==> config.mk <==
export PLATFORM = sky130hd
export DESIGN_NAME = stream_element_extractor
export DESIGN_NICKNAME = d
export VERILOG_FILES = /design/src/rtl/stream_element_pkg.sv /design/src/rtl/stream_element_stats.sv /design/src/rtl/stream_element_extractor.sv
export SDC_FILE = /design/constraint.sdc
export NUM_CORES = 1
export LEC_CHECK = 0
export ABC_AREA = 1
export BUFFER_PORTS_ARGS = -buffer_cell sky130_fd_sc_hd__buf_2
export CAP_MARGIN = 20
export CORE_MARGIN = 3
export CORE_UTILIZATION = 40
export DETAILED_ROUTE_END_ITERATION = 10
export PLACE_DENSITY = 0.59
export SKIP_CTS_REPAIR_TIMING = 1
export SYNTH_ARGS = -nofsm -noshare
export SYNTH_HDL_FRONTEND = slang
export SYNTH_SLANG_ARGS = --single-unit
==> constraint.sdc <==
create_clock -name clk -period 11.1 [get_ports clk]
set_input_delay 0.555 -clock clk [delete_from_list [all_inputs] [get_ports clk]]
set_output_delay 0.555 -clock clk [all_outputs]
set_load 0.03 [all_outputs]
==> src/rtl/stream_element_pkg.sv <==
// Shared types for the stream element extractor.
// Record length width matches the default extractor parameters.
package stream_element_pkg;

    localparam logic [7:0] DELIM_BYTE = 8'h2C;
    localparam int REC_LEN_W = 7;

    typedef enum logic {
        SCAN,
        FIXED
    } extract_state_t;

    typedef struct packed {
        logic [REC_LEN_W-1:0] len;
        logic [7:0]           firstByte;
        logic                 err;
    } elem_rec_t;

endpackage

==> src/rtl/stream_element_stats.sv <==
// Element and error counters, built only with STREAM_ELEMENT_STATS_EN.
// Both counters wrap at 2^32 and clear on reset.
`ifdef STREAM_ELEMENT_STATS_EN
module stream_element_stats
    import stream_element_pkg::*;
(
    input  logic        clk,
    input  logic        reset,
    input  logic        elemValid,
    input  logic        elemError,
    output logic [31:0] elemCount,
    output logic [31:0] errCount
);

    always_ff @(posedge clk) begin
        if (reset) begin
            elemCount <= '0;
            errCount  <= '0;
        end else if (elemValid) begin
            elemCount <= elemCount + 32'd1;
            if (elemError) begin
                errCount <= errCount + 32'd1;
            end
        end
    end

endmodule
`endif

==> src/rtl/stream_element_extractor.sv <==
// Splits a compressed byte stream into elements (var field, 2C, fixed field).
// Optional counters via STREAM_ELEMENT_STATS_EN.
module stream_element_extractor
    import stream_element_pkg::*;
#(
    parameter int DATA_BUS_WIDTH_BYTES     = 8,
    parameter int FIXEDFIELD_LENGTH_BYTES  = 17,
    parameter int MAX_VARIABLEFIELD_LENGTH = 16,
    parameter int MAX_STREAMELEMENT_LENGTH =
        MAX_VARIABLEFIELD_LENGTH + FIXEDFIELD_LENGTH_BYTES + 1,
    parameter int LEN_W = $clog2(MAX_STREAMELEMENT_LENGTH + 1) + 1
) (
    input  logic                                 clk,
    input  logic                                 reset,
    input  logic [DATA_BUS_WIDTH_BYTES-1:0][7:0] dataIn,
    input  logic                                 dataInValid,
    output logic                                 elemValid,
    output logic [LEN_W-1:0]                     elemLength,
    output logic [7:0]                           elemFirstByte,
    output logic                                 elemError
`ifdef STREAM_ELEMENT_STATS_EN
    ,
    output logic [31:0]                          elemCount,
    output logic [31:0]                          errCount
`endif
);

    localparam int FIX_W = $clog2(FIXEDFIELD_LENGTH_BYTES + 1);
    localparam logic [FIX_W-1:0] FIX_LOAD = FIX_W'(FIXEDFIELD_LENGTH_BYTES);
    localparam logic [LEN_W-1:0] MAX_LEN = LEN_W'(MAX_STREAMELEMENT_LENGTH);

    // A fixed field no shorter than a beat guarantees one element end per beat.
    if (FIXEDFIELD_LENGTH_BYTES < DATA_BUS_WIDTH_BYTES) begin : g_badFix
        $error("FIXEDFIELD_LENGTH_BYTES must be >= DATA_BUS_WIDTH_BYTES");
    end
    if (LEN_W != REC_LEN_W) begin : g_badLen
        $error("LEN_W must equal REC_LEN_W of stream_element_pkg");
    end

    extract_state_t   state, nState;
    logic [LEN_W-1:0] lenCnt, nLen;
    logic [FIX_W-1:0] fixCnt, nFix;
    logic             firstPending, nFirstPending;
    logic [7:0]       firstByte, nFirstByte;
    logic             emptyVar, nEmptyVar;
    logic             done;
    elem_rec_t        rec, elemRec;

    always_comb begin
        nState        = state;
        nLen          = lenCnt;
        nFix          = fixCnt;
        nFirstPending = firstPending;
        nFirstByte    = firstByte;
        nEmptyVar     = emptyVar;
        done          = 1'b0;
        rec           = '0;
        if (dataInValid) begin
            for (int i = 0; i < DATA_BUS_WIDTH_BYTES; i++) begin
                if (nState == SCAN) begin
                    if (nFirstPending) begin
                        nFirstByte    = dataIn[i];
                        nFirstPending = 1'b0;
                    end
                    if (nLen != '1) nLen = nLen + 1'b1;
                    if (dataIn[i] == DELIM_BYTE) begin
                        nState    = FIXED;
                        nFix      = FIX_LOAD;
                        nEmptyVar = (nLen == LEN_W'(1));
                    end
                end else begin
                    if (nLen != '1) nLen = nLen + 1'b1;
                    nFix = nFix - 1'b1;
                    if (nFix == '0) begin
                        done          = 1'b1;
                        rec.len       = nLen;
                        rec.firstByte = nFirstByte;
                        rec.err       = (nLen > MAX_LEN) | nEmptyVar;
                        nState        = SCAN;
                        nLen          = '0;
                        nFirstPending = 1'b1;
                        nEmptyVar     = 1'b0;
                    end
                end
            end
        end
    end

    always_ff @(posedge clk) begin
        if (reset) begin
            state        <= SCAN;
            lenCnt       <= '0;
            fixCnt       <= '0;
            firstPending <= 1'b1;
            firstByte    <= '0;
            emptyVar     <= 1'b0;
            elemValid    <= 1'b0;
            elemRec      <= '0;
        end else begin
            state        <= nState;
            lenCnt       <= nLen;
            fixCnt       <= nFix;
            firstPending <= nFirstPending;
            firstByte    <= nFirstByte;
            emptyVar     <= nEmptyVar;
            elemValid    <= done;
            if (done) elemRec <= rec;
        end
    end

    assign elemLength    = elemRec.len;
    assign elemFirstByte = elemRec.firstByte;
    assign elemError     = elemRec.err;

`ifdef STREAM_ELEMENT_STATS_EN
    stream_element_stats u_stats (
        .clk       (clk),
        .reset     (reset),
        .elemValid (elemValid),
        .elemError (elemError),
        .elemCount (elemCount),
        .errCount  (errCount)
    );
`endif

endmodule

==> metrics <==
outcome finished, final reports clean; final wirelength 26620 um; Tot Pwr 0.7251 mW; CTS H-tree depth 2; switch share 0.4963; area leader, netlist nand2_1; FF+latch count, synth 40; ys async rst share 0; syn_area_per_cell 5.607 um2; pin count of the biggest net entering global routing 49; Synth area leaders nand2_1 20%, dfxtp_1 11%, inv_1 6.7%, o21ai_0 5.9%, nor2_1 5.8%; number of warnings issued by yosys 0; slew margin rel. 0.4294; CTS tree built; vias in the first global route 7988; min-delay worst type flip-flop to flip-flop; minimum clock period 9.764 ns; Area Overhead vs Synth 8.757%; RSZ-0062 raised after global routing false; met3 routed WL 1594 um; Routed WL per cell 16.61 um; WP data required 11.24 ns; Max Clock Skew 0.006485 ns; DR vias 8816; share of cells above drive strength 1 0.1987; Max VDD drop 0.06627 mV; drt via density 5.500; Mapped Nets 1415; die width 142.3 um; Final nets 1463; critical path class flip-flop to flip-flop; Final period util 0.8796; Place WS 1.500 ns; number of synthesized flops with an enable pin 0; sequential area share after synthesis 0.1078; port buffer count 83; core area 18090 um2; Starting Density 0.4108; arrival time at the worst endpoint 9.90 ns; total grt overflow 0; top layer used by detailed routing met4; CTS Buf Count 5; share of the synthesized area in the top cell type 0.1975; # rows 49; number of detailed-route iterations in the first pass 6; Int Pwr 0.3653 mW; critical-path maximum fanout 27; DRC 0; Gate power share 0.584; post-route ant nets 0; Worst Max-Slew Pin Slew 0.8550 ns; clock buffer depth 2; first-pass GRT wire length 42250 um; commonest register cell after synthesis dfxtp_1; Top cell by count, worst path nand2_1; Syn Inst Count 1325; Clock Sinks 40; initial drt markers 884; Clk network pwr share 0.193; sequential power share 0.223; Static Leak 4.028 nW; clock-pin slew on the worst setup and hold paths 0.06 ns; Synth cell types 56; Final Hold Fails 0; die area 20250 um2; slowest library cell on the worst path inv_1; max-cap viol count 0; Root Driver clkbuf_16; Mapped Area 7430 um2; Pwr Density 89.74 nW/um2; net switching power 0.3598 mW; TNS Setup 0 ns; clock latency on the worst-skew pair 0.28 ns; max incr delay on CP 0.51 ns; Critical Path End Type flip-flop; Final WS setup 1.336 ns; fmax 0.1024 GHz; # fillers 1996; Pins Over Slew Limit 0; Final setup viols 0; Die H 142.3 um; Setup crit start kind flip-flop; IO Pins 84; placed cell count 1595; Util after Layout 0.4468; most instantiated library cell after synthesis nand2_1; metal2 WL 12120 um; routability cong. 0.9818; initial antenna violation count 0; Post-synth top cells 391 x nand2_1, 132 x inv_1, 115 x nor2_1; diode count 0; GR Util All Layers 0.2564; Final Instance Count excl. Fillers 1603; wl on met1 12380 um; worst path bufs/invs 10; cell family with most CP delay simple AND/OR/NAND/NOR gates; DP Wirelength 21810 um
worst register-to-register path, delay by kind of cell (launching register included):
kind | cells | cell delay [ns]
AO/OA/AOI/OAI | 3 | 0.40
XOR/XNOR | 1 | 0.20
adder cells (fa/ha/maj) | 7 | 1.65
buffers and inverters | 10 | 1.37
flip-flops | 1 | 0.48
AND/OR/NAND/NOR | 43 | 5.48
layout by cell type (no fill, tap or decap), types with 4 or more instances in the layout:
cell       synthesis  routed
nor2_2            15      15
o211ai_1          28      28
nor2_1           115     115
or2_2             23      23
nor4_1             9       9
o22ai_1            4       4
a21oi_2            4       4
nand2_4           11      11
nor2_4            13      13
dfxtp_1           40      40
a211oi_1           5       5
nand4_1           24      24
o21ai_2           12      12
nand3b_1           5       5
o21ai_0           88      88
o221ai_1          21      21
nand3_2           15      15
nor3_1             9       9
nand2_2           35      35
nand3_1           85      85
nand2_1          391     391
mux2i_1            8       8
inv_1            132     132
a31oi_1            6       6
a21oi_1           42      42
buf_4              8       4
clkbuf_16          0       5
o21ai_1           21      21
inv_2             41      41
ha_1              23      23
buf_2              6      83
a221oi_1           5       5
or2_1              7       7
xor2_1             5       5
path summary, 6_finish.rpt:
| check | start | end | slack (ns) | depth (start not counted) |
|---|---|---|---|---|
| max reg2reg | fixCnt[0] | elemLength[5] | 1.34 | 64 |
| min | firstByte[3] | firstByte[3] | 0.46 | 2 |
| max | fixCnt[0] | elemLength[5] | 1.34 | 64 |
| min reg2reg | firstByte[3] | firstByte[3] | 0.46 | 2 |
stage by stage:
step | area, um2 | hold WS, ns
after global placement | 7936 | 0.4519
after floorplan | 7430 | 0.4453
final | 8080 | 0.4639
after detailed placement | 7936 | 0.4551
after global routing | 8080 | 0.4846
after CTS | 8080 | 0.4645
sequential cells by signal, indices dropped and copies added, names as in the netlist:
name / cells
elemError: 1
elemFirstByte: 8
elemLength: 7
elemValid: 1
emptyVar: 1
firstByte: 8
firstPending: 1
fixCnt: 5
lenCnt: 7
state: 1
cell families (layout without fill, tap and decap cells):
| logic type | Yosys count | in the layout | share of synthesized area |
|---|---|---|---|
| simple gates | 766 | 766 | 0.4955 |
| flops | 40 | 40 | 0.1078 |
| xor+xnor | 9 | 9 | 0.01162 |
| compound gates | 257 | 257 | 0.2164 |
| buf+inv | 222 | 271 | 0.1192 |
| mux | 8 | 8 | 0.01078 |
| fa+ha+maj | 23 | 23 | 0.03873 |
layout make-up:
| class | instances | area [um2] | area share |
|---|---|---|---|
| clock buffers | 5 | 125.1 | 0.01548 |
| clock inverters | 3 | 18.77 | 0.002323 |
| inverters | 176 | 660.6 | 0.08176 |
| multi-input cells | 1063 | 5743 | 0.7107 |
| flip-flops and latches | 40 | 800.8 | 0.09910 |
| well taps | 229 | 286.5 | 0.03546 |
| repair buffers | 87 | 445.4 | 0.05513 |
power by group through the flow:
stage               logic [mW]  registers [mW]  clock network, mW
floorplan                0.310           0.163                  0
global placement         0.417           0.164                  0
detailed placement       0.416           0.164                  0
CTS                      0.418           0.161              0.142
global route             0.476           0.163              0.147
finish                   0.424           0.161              0.140
routing by layer:
layer	GRT usage	up-vias
li1	-	4480
met1	0.3739	4023
met2	0.4137	282
met3	0.02117	31
met4	0.05253	0
met5	0	-
Power figures use the tool's default switching activity.
